<file path="src/rtl/mem_arbiter.sv">
// Arbitrates a fetch port and a load/store port onto one byte-wide synchronous memory,
// splitting each 16-bit access into two little-endian byte cycles.
module mem_arbiter #(
    parameter int unsigned ADDR_W = 16,
    parameter bit          RR_EN  = 1'b1
) (
    input  logic              clk,
    input  logic              reset,
    input  logic              if_req,
    input  logic [ADDR_W-1:0] if_addr,
    output logic [15:0]       if_rdata,
    output logic              if_ack,
    input  logic              ls_req,
    input  logic              ls_we,
    input  logic              ls_word,
    input  logic [ADDR_W-1:0] ls_addr,
    input  logic [15:0]       ls_wdata,
    output logic [15:0]       ls_rdata,
    output logic              ls_ack,
    output logic              mem_en,
    output logic              mem_we,
    output logic [ADDR_W-1:0] mem_addr,
    output logic [7:0]        mem_wdata,
    input  logic [7:0]        mem_rdata,
    output logic              busy
);

    typedef enum logic [2:0] {
        IDLE,
        PH0,
        PH1,
        CAP,
        ACK
    } state_t;

    localparam logic PORT_IF = 1'b0;
    localparam logic PORT_LS = 1'b1;

    state_t            state, state_nxt;
    logic              last_grant, last_grant_nxt;
    logic              cur_port, cur_port_nxt;
    logic              cur_we, cur_we_nxt;
    logic              cur_word, cur_word_nxt;
    logic [ADDR_W-1:0] cur_addr, cur_addr_nxt;
    logic [15:0]       cur_wdata, cur_wdata_nxt;
    logic [7:0]        lo_byte, lo_byte_nxt;

    logic              mem_en_nxt, mem_we_nxt;
    logic [ADDR_W-1:0] mem_addr_nxt;
    logic [7:0]        mem_wdata_nxt;
    logic [15:0]       if_rdata_nxt, ls_rdata_nxt;
    logic              if_ack_nxt, ls_ack_nxt;

    logic              grant_ls;
    logic [15:0]       cap_word;

    assign busy = (state != IDLE);

    always_ff @(posedge clk) begin
        if (reset) begin
            state      <= IDLE;
            last_grant <= PORT_IF;
            cur_port   <= PORT_IF;
            cur_we     <= 1'b0;
            cur_word   <= 1'b0;
            cur_addr   <= '0;
            cur_wdata  <= '0;
            lo_byte    <= '0;
            mem_en     <= 1'b0;
            mem_we     <= 1'b0;
            mem_addr   <= '0;
            mem_wdata  <= '0;
            if_rdata   <= '0;
            ls_rdata   <= '0;
            if_ack     <= 1'b0;
            ls_ack     <= 1'b0;
        end else begin
            state      <= state_nxt;
            last_grant <= last_grant_nxt;
            cur_port   <= cur_port_nxt;
            cur_we     <= cur_we_nxt;
            cur_word   <= cur_word_nxt;
            cur_addr   <= cur_addr_nxt;
            cur_wdata  <= cur_wdata_nxt;
            lo_byte    <= lo_byte_nxt;
            mem_en     <= mem_en_nxt;
            mem_we     <= mem_we_nxt;
            mem_addr   <= mem_addr_nxt;
            mem_wdata  <= mem_wdata_nxt;
            if_rdata   <= if_rdata_nxt;
            ls_rdata   <= ls_rdata_nxt;
            if_ack     <= if_ack_nxt;
            ls_ack     <= ls_ack_nxt;
        end
    end

    // With both ports requesting, round-robin favours the port that did not win last time.
    always_comb begin
        grant_ls = 1'b0;
        if (ls_req) begin
            if (!if_req || !RR_EN) begin
                grant_ls = 1'b1;
            end else begin
                grant_ls = (last_grant == PORT_IF);
            end
        end
    end

    assign cap_word = cur_word ? {mem_rdata, lo_byte} : {8'h00, mem_rdata};

    always_comb begin
        state_nxt      = state;
        last_grant_nxt = last_grant;
        cur_port_nxt   = cur_port;
        cur_we_nxt     = cur_we;
        cur_word_nxt   = cur_word;
        cur_addr_nxt   = cur_addr;
        cur_wdata_nxt  = cur_wdata;
        lo_byte_nxt    = lo_byte;
        mem_en_nxt     = mem_en;
        mem_we_nxt     = mem_we;
        mem_addr_nxt   = mem_addr;
        mem_wdata_nxt  = mem_wdata;
        if_rdata_nxt   = if_rdata;
        ls_rdata_nxt   = ls_rdata;
        if_ack_nxt     = 1'b0;
        ls_ack_nxt     = 1'b0;

        case (state)
            IDLE: begin
                if (if_req || ls_req) begin
                    last_grant_nxt = grant_ls ? PORT_LS : PORT_IF;
                    cur_port_nxt   = grant_ls ? PORT_LS : PORT_IF;
                    cur_we_nxt     = grant_ls ? ls_we : 1'b0;
                    cur_word_nxt   = grant_ls ? ls_word : 1'b1;
                    cur_addr_nxt   = grant_ls ? ls_addr : if_addr;
                    cur_wdata_nxt  = grant_ls ? ls_wdata : 16'h0000;
                    mem_en_nxt     = 1'b1;
                    mem_we_nxt     = grant_ls ? ls_we : 1'b0;
                    mem_addr_nxt   = grant_ls ? ls_addr : if_addr;
                    mem_wdata_nxt  = grant_ls ? ls_wdata[7:0] : 8'h00;
                    state_nxt      = PH0;
                end
            end
            PH0: begin
                if (cur_word) begin
                    mem_addr_nxt  = cur_addr + ADDR_W'(1);
                    mem_wdata_nxt = cur_wdata[15:8];
                    state_nxt     = PH1;
                end else begin
                    mem_en_nxt = 1'b0;
                    mem_we_nxt = 1'b0;
                    state_nxt  = CAP;
                end
            end
            PH1: begin
                lo_byte_nxt = mem_rdata;
                mem_en_nxt  = 1'b0;
                mem_we_nxt  = 1'b0;
                state_nxt   = CAP;
            end
            CAP: begin
                if (cur_port == PORT_LS) begin
                    ls_rdata_nxt = cap_word;
                    ls_ack_nxt   = 1'b1;
                end else begin
                    if_rdata_nxt = cap_word;
                    if_ack_nxt   = 1'b1;
                end
                state_nxt = ACK;
            end
            ACK: begin
                state_nxt = IDLE;
            end
            default: begin
                state_nxt = IDLE;
            end
        endcase
    end

endmodule

</file>
<file path="config.mk">
export PLATFORM = sky130hd
export DESIGN_NAME = mem_arbiter
export DESIGN_NICKNAME = d
export VERILOG_FILES = /design/src/rtl/mem_arbiter.sv
export SDC_FILE = /design/constraint.sdc
export NUM_CORES = 1
export LEC_CHECK = 0
export BUFFER_PORTS_ARGS = -buffer_cell sky130_fd_sc_hd__buf_2
export CAP_MARGIN = 25
export CORE_UTILIZATION = 40
export DETAILED_ROUTE_END_ITERATION = 8
export PLACE_DENSITY_LB_ADDON = 0.1
export SLEW_MARGIN = 10
export SYNTH_ARGS = -nofsm -noshare
export SYNTH_HDL_FRONTEND = slang
export SYNTH_SLANG_ARGS = --single-unit
</file>
<file path="constraint.sdc">
create_clock -name clk -period 2.15 [get_ports clk]
set_input_delay 0.215 -clock clk [delete_from_list [all_inputs] [get_ports clk]]
set_output_delay 0.215 -clock clk [all_outputs]
set_load 0.005 [all_outputs]
</file>
# Word level (Yosys, flattened, before mapping)
# Index checks and enable logic that the tools add are counted.
word_totals:
  out_inout_bits: 61
  regBits: 105
  inputBits: 62
  word_cells: 59
classes:
  n_addsub: 1
  reduce_logical: 11
  bitwise: 2
  n_eq_ne: 6
  muxes: 25
op_table:
  columns: ["op", "count"]
  rows:
  - ["$mux 16", 5]
  - ["$pmux 16 s2", 1]
  - ["$mux 8", 3]
  - ["$add 16x1->16 const B", 1]
  - ["$pmux 8 s2", 1]
  - ["$pmux 3 s4", 1]
  - ["$mux 1", 11]
  - ["$eq 3x2->1 const B", 2]
  - ["$ne 2x2->1 const B", 3]
  - ["$pmux 1 s3", 2]
  - ["$reduce_and 2->1", 3]
  - ["$reduce_and 3->1", 2]
  - ["$reduce_bool 3->1", 2]
  - ["$eq 3x1->1 const B", 1]
  - ["$logic_not 3->1", 1]
  - ["$mux 3", 1]
  - ["$not 1->1", 2]
  - ["$reduce_bool 2->1", 1]
  - ["$reduce_or 2->1", 1]
  - ["$logic_or 1x1->1", 1]

# Depth between registers and ports, before layout
# Gate-level depths: netlist (run 1).
logic_depth:
  ltp_word: 6
  ltp_mapped: 7
  depth_no_buf: 5

# Worst setup path before layout (run 1)
# OpenSTA, ideal clock, no wires.
synth_path:
  path_kind: "reg2reg"
  startpoint: "register state[0]"
  endpoint: "register mem_wdata[1]"
  setup_time_ns: 0.135
  t_arrival_ns: 1.442
  synth_period_minus_slack_ns: 1.577
  path_buffers: 2
  required_time_ns: 2.015
  path_stages_with_launch: 7
  setup_slack_ns: 0.573
  cell_sequence: "dfxtp_1 -> buf_2 -> or3b_4 -> and2_1 -> buf_2 -> a221oi_1 -> nor3_1"
synth_via:
  elab_chain_cells: 3
  elab_cells_between_ends: 7
  cone_classes: "eq/ne: 3; mux: 1; reduce/logical: 3"
synth_lines:
  columns: ["element", "line_no", "source"]
  rows:
  - ["from (decl)", "39", "state_t state, state_nxt;"]
  - ["from (signal assigned)", "78", "state <= state_nxt;"]
  - ["$eq 3x1->1 or $logic_not 3->1 (tied branches)", "129", "case (state)"]
  - ["$ne 2x2->1 (no source line) or $reduce_bool 2->1 (tied branches)", null, null]
  - ["$reduce_and 3->1 (no source line)", null, null]
  - ["to (signal assigned)", "89", "mem_wdata <= mem_wdata_nxt;"]
  - ["to (decl)", "23", "output logic [7:0] mem_wdata,"]
# Parallel ways exist; a longest one is shown, timed or not.
# A chain may end at the register's enable or synchronous reset.

# Final worst setup path (run 1)
# Same ends and word-level chain as after synthesis.

==> results of run 1 <==
worst paths after layout:
kind,start,to,slack (ps),cells past startpoint
max,state[0],mem_wdata[1],290,4
min,ls_wdata[13],cur_wdata[13],110,3
max reg2reg,state[0],mem_wdata[1],290,4
min reg2reg,cur_wdata[9],cur_wdata[9],460,2
final cells by class:
| cell class | instances | area, um2 | area share, % |
|---|---|---|---|
| Inverter | 5 | 18.77 | 0.3581 |
| Sequential cell | 97 | 1942 | 37.05 |
| Clock buffer | 9 | 123.9 | 2.363 |
| Timing Repair Buffer | 141 | 755.7 | 14.42 |
| Tap cell | 136 | 170.2 | 3.247 |
| Multi-Input combinational cell | 343 | 2160 | 41.20 |
| Clock inverter | 7 | 71.32 | 1.361 |
logic make-up (layout without fill, tap and decap cells):
logic type / Yosys count / in the layout / share of synthesized area [%]
compound gates: 112 / 112 / 18.31
xor+xnor: 6 / 6 / 1.213
fa+ha+maj: 1 / 1 / 0.2887
buf+inv: 46 / 162 / 5.342
flops: 97 / 97 / 44.82
mux: 33 / 33 / 7.826
simple gates: 191 / 191 / 22.21
cell usage in the layout, fill, tap and decap left out, drive strengths merged, types with 3 or more instances in the layout:
| cell | n |
|---|---|
| nand2b | 3 |
| nand3 | 30 |
| clkbuf | 9 |
| a221oi | 13 |
| o21ai | 8 |
| xor2 | 3 |
| inv | 5 |
| a31o | 6 |
| or3 | 3 |
| mux2i | 26 |
| clkinv | 6 |
| xnor2 | 3 |
| nor4 | 5 |
| nor2 | 51 |
| buf | 141 |
| a21oi | 43 |
| nor3b | 10 |
| dfxtp | 97 |
| nand2 | 57 |
| nand4 | 5 |
| mux2 | 7 |
| nor3 | 14 |
| a211oi | 29 |
state kept, by name, indices dropped and copies added, names as in the netlist:
register / flops
cur_addr: 16
cur_port: 1
cur_wdata: 8
cur_word: 1
if_ack: 1
if_rdata: 16
lo_byte: 8
ls_ack: 1
ls_rdata: 16
mem_addr: 16
mem_en: 1
mem_wdata: 8
mem_we: 1
state: 3
through the flow:
step | instance area (um2) | hold slack (ps) | worst slack [ps] | utilization (%) | std cells
2_1_floorplan | 4333 | 362.2 | 572.9 | - | 486
3_3_place_gp | 5046 | 439.6 | 360.3 | 48.44 | 722
3_5_place_dp | 5046 | 446.9 | 304.4 | 48.44 | 722
4_1_cts | 5241 | 86.17 | 297.4 | 50.32 | 738
5_1_grt | 5241 | 94.00 | 149.1 | 50.32 | 738
6_report | 5241 | 105.2 | 291.7 | 50.32 | 738
critical path: stages (launching register included):
cell and delay [ps]:
dfxtp_1 510, or3b_4 530, and2_1 310, a221oi_1 310
nor3_1 70
report_power, final:
part           switching, mW  internal [mW]
clock                  0.655          0.538
combinational          0.706          0.555
sequential             0.196           2.02
total                   1.56           3.11
layer usage:
metal / vias to the layer above / track usage (%) / wire length (um)
li1: 1962 / - / -
met1: 1856 / 25.65 / 4894
met2: 106 / 33.57 / 5438
met3: 9 / 3.679 / 582
met4: 0 / 7.440 / 131
met5: - / 0 / 0
==> impl_results.md, run 1 <==
- Largest net degree at the start of global routing: 57
- Num CTS Buffers: 9
- Synth top cells by count: 97 x dfxtp_1, 57 x nand2_1, 51 x nor2_1, 42 x a21oi_1
- Fin. Hold Viols: 0
- IO Count: about 120
- Post-synthesis net count: about 550
- Crit path capture type: register
- Dominant synthesized flop cell: dfxtp_1
- Number of synthesized register bits: between 90 and 100
- Initial core utilization: 41.60%
- Final setup viols: 0
- Clock slew at reported path FFs: roughly 100 ps
- Area contributors post-synth: dfxtp_1 45%, mux2i_1 6.0%, a211oi_1 5.0%
- Core area: 10420 um2
- Yosys cell types: 55
- Synth Area per Inst: 8.915 um2
- Post-CTS Setup Inserts: 0
- Floorplan row count: 37
- Die Area: 11250 um2
- RePlAce Congestion: just under 0.8
- Area leader, netlist: dfxtp_1
- CTS tree: built
- Yosys warnings: 0
- PortBufs: 122
- Max clock buf depth: 2
- Final-stage net count: 660
- Via density per instance: 5.329
- Die height: 106.1 um
- Area delta synth->final: 20.96%
- Worst Tran Pin Value: 625.7 ps
- Filler cells: 1016
- Routed Antenna Nets: 0
- Max IR drop VDD: 0.0003306 V
- Die width: 106.1 um
- Setup TNS: 0 ps
- Hold_buf cts: 0
- Most common cell in the netlist: dfxtp_1
- H-tree depth: 3
- CTS Root Cell: clkbuf_8
- Global Route Usage Sum: between 20 and 25%
- Fmax achieved: 538.1 MHz
- Post-synth EDFFs: 0
- Max Cap Viol: 0
- Post-CTS sizing: 0
- Area share of the largest cell type after synthesis: between 40% and 50%
- Synthesized instance count: 486
- Total power: 4.670 mW
- Via Count: 3933
- Worst Hold Class: in2reg
- First-pass GRT wire length: between 15 and 20 mm
- Async set-reset flop share out of synthesis: 0%
- Relative slew slack: 58.28%
- Inserted Diodes: 0
- Vias in the first global route: 3614
- Kind of critical path: reg2reg
- Unrepaired setup endpoints after global routing: no
- Clk_skew: 6.125 ps
- Critical path fanouts, max: 14
- Final Max Slew Viols: 0
- Sequential fraction of the synthesis area: 44.82%
- # clock sinks: 97
- Routed length per placed instance: roughly 15 um
- Mapped Area: 4333 um2
- Status: finished, final reports clean
- DR pass1 iterations: 4
- CP arrival: 2090 ps
- Routed wire length: around 11 mm
- Worst path required time: roughly 2400 ps
- First DRT Iteration DRCs: 147
- Clock Latency Late Sink: 360 ps
- Initial antenna violation count: 0
- Lkg Pwr: between 2 and 2.5 nW
- Post-DP HPWL: 7.870 mm
- Fin crit period: 1858 ps
- Crit start category: register
- DR DRC count: 0
- Pwr dens: 891.0 nW/um2
- Post-route clock period utilization: between 80 and 90%
- Total grt overflow: 0
- Layout cell share with drive strength beyond 1: 31.06%
No activity file was read; power rests on OpenSTA's default activity.
==> run 2, diff against run 1 <==
- CTS_BUF_LIST: unset -> sky130_fd_sc_hd__clkbuf_4
- CTS_CLUSTER_DIAMETER: unset -> 40
- CTS_CLUSTER_SIZE: unset -> 20
==> impl_results.md, run 2 (synthesis results as in run 1) <==
- Worst reg2reg path endpoint: mem_wdata[2]
- CTS tree: built
- Hold path start: ls_wdata[10]
- RePlAce Congestion: 0.7775 (unchanged)
- Total power: 4.474 mW (-4.2%)
- CP arrival: 2170 ps (+80 ps)
- Post-Route Utilization: 50.57% (+0.25 points)
- Clk_skew: 9.372 ps (+3.247 ps)
- Post-DP HPWL: 7.870 mm (unchanged)
- Fin. Hold Viols: 0 (unchanged)
- First-pass GRT wire length: 17.97 mm (+0.81%)
- Hold_buf cts: 8 (+8)
- Max stage delay on crit path: 530 ps (about the same)
- Tightest hold margin: 42.16 ps (-63.08 ps)
- Routed length per placed instance: 14.91 um (-0.42%)
- Lkg Pwr: 2.184 nW (+0.47%)
- Core area: 10420 um2 (unchanged)
- Die Area: 11250 um2 (unchanged)
- Worst Tran Pin Value: 629.4 ps (+3.686 ps)
- Post-route clock period utilization: 86.11% (-0.32 points)
- Setup TNS: 0 ps (unchanged)
- Clock Latency Late Sink: 440 ps (+80 ps)
- Fmax achieved: 540.2 MHz (+0.38%)
- PortBufs: 122 (unchanged)
- Worst r2r src: state[0]
- Via Count: 3932 (-0.025%)
- Largest net degree at the start of global routing: 57 (unchanged)
- Status: finished, final reports clean
- Total grt overflow: 0 (unchanged)
- Post-route insts no fill: 747 (+1.2%)
- Final setup viols: 0 (unchanged)
- Relative slew slack: 58.04% (-0.25 points)
- Worst Hold Class: in2reg
- Hold Path End: cur_wdata[10]
- H-tree depth: 3 (unchanged)
- Initial core utilization: 41.60% (unchanged)
- Final-stage net count: 668 (+1.2%)
- Max Cap Viol: 0 (unchanged)
- CP Cell Sequence: or3b_4 -> and2_1 -> a221oi_1 -> nor3_1
- Commonest non-fill, non-tap cell in the layout: buf_2
- Routed Antenna Nets: 0 (unchanged)
- Hold Crit Depth: 3 (unchanged)
- Pre-CTS setup slack: 304.4 ps (unchanged)
- Initial antenna violation count: 1 (+1)
- Max IR drop VDD: 0.0003183 V (-3.7%)
- Final Instance Area: 5268 um2 (+0.50%)
- Via density per instance: 5.264 (-1.2%)
- DR DRC count: 0 (unchanged)
- Post-CTS sizing: 0 (unchanged)
- Post-CTS Setup Inserts: 0 (unchanged)
- Routed wire length: 11.14 mm (+0.80%)
- Vias in the first global route: 3657 (+1.2%)
- Delay-heaviest family, CP: simple AND/OR/NAND/NOR gates
- Max clock buf depth: 2 (unchanged)
- Clock slew at reported path FFs: 150 ps (+50 ps)
- CTS Root Cell: clkbuf_4
- Kind of critical path: reg2reg
- DR pass1 iterations: 4 (unchanged)
- Floorplan row count: 37 (unchanged)
- Worst Path Buf+Inv: 0 (unchanged)
- First DRT Iteration DRCs: 172 (+17%)
- # placed instances: 722 (unchanged)
- Crit start category: register
- IO Count: 123 (unchanged)
- Area delta synth->final: 21.57%
- Worst reg-to-reg path cell count: 4 (unchanged)
- Worst path required time: 2470 ps (+90 ps)
- Critical-path top delay cell: dfxtp_1
- Pwr dens: 849.3 nW/um2 (-4.7%)
- Slack of the critical path: 298.7 ps (+6.982 ps)
- Critical path fanouts, max: 14 (unchanged)
- # clock sinks: 97 (unchanged)
- Num CTS Buffers: 9 (unchanged)
- Die width: 106.1 um (unchanged)
- Global Route Usage Sum: 20.26% (+0.21 points)
- Unrepaired setup endpoints after global routing: no
- Layout cell share with drive strength beyond 1: 30.66% (-0.41 points)
- Most frequent cells in the layout: 121 x buf_2, 97 x dfxtp_1, 57 x nand2_1, 51 x nor2_1, 42 x a21oi_1
- Die height: 106.1 um (unchanged)
- Final Max Slew Viols: 0 (unchanged)
- Area after DPL: 5046 um2 (unchanged)
- Fin crit period: 1851 ps (-6.982 ps)
- Worst reg-to-reg setup slack: 300 ps (about the same)
- Crit path capture type: register
## run 2: cell types whose count changed in the layout (fill, tap and decap cells not counted)
cell	before	now
clkbuf_4	0	9
dlygate4sd3_1	0	8
diode_2	0	1
clkbuf_8	9	0
## run 2: cell type report
cell class / instances / area [um2]
repair buffers: 149 / 835.8
diodes: 1 / 2.502
well taps: 136 / 170.2
clock inverters: 7 / 71.32
clock buffers: 9 / 67.56
fillers: 1025 / 5149
multi-input cells: 343 / 2160
flip-flops and latches: 97 / 1942
inverters: 5 / 18.77
## run 2: power by group
part	switching (mW)	internal, mW	leakage (nW)
logic	0.709	0.564	1.31
registers	0.195	2.02	0.792
clock network	0.629	0.356	0.0796
total	1.53	2.94	2.18
## run 2: worst reg2reg max path: cells and delay by family, from the launching register on
family	cells	cell delay [ps]
flops	1	530
simple gates	3	910
compound gates	1	290
## run 2: worst max path at each step
stage | startpoint | to | slack (ps) | cells after the start
after global placement | state[0] | mem_wdata[2] | 360 | 4
final | state[0] | mem_wdata[2] | 300 | 4
after CTS | state[0] | mem_wdata[1] | 290 | 4
after global routing | state[0] | mem_wdata[1] | 140 | 4
after floorplan | state[0] | mem_wdata[1] | 570 | 6
after detailed placement | state[0] | mem_wdata[1] | 300 | 4
## run 2: per-layer routing
metal	track usage [%]	vias up	wire, um
met2	34.03	89	5528
met3	3.679	10	551
met1	25.77	1851	4908
met5	0	-	0
li1	-	1982	-
met4	7.738	0	146
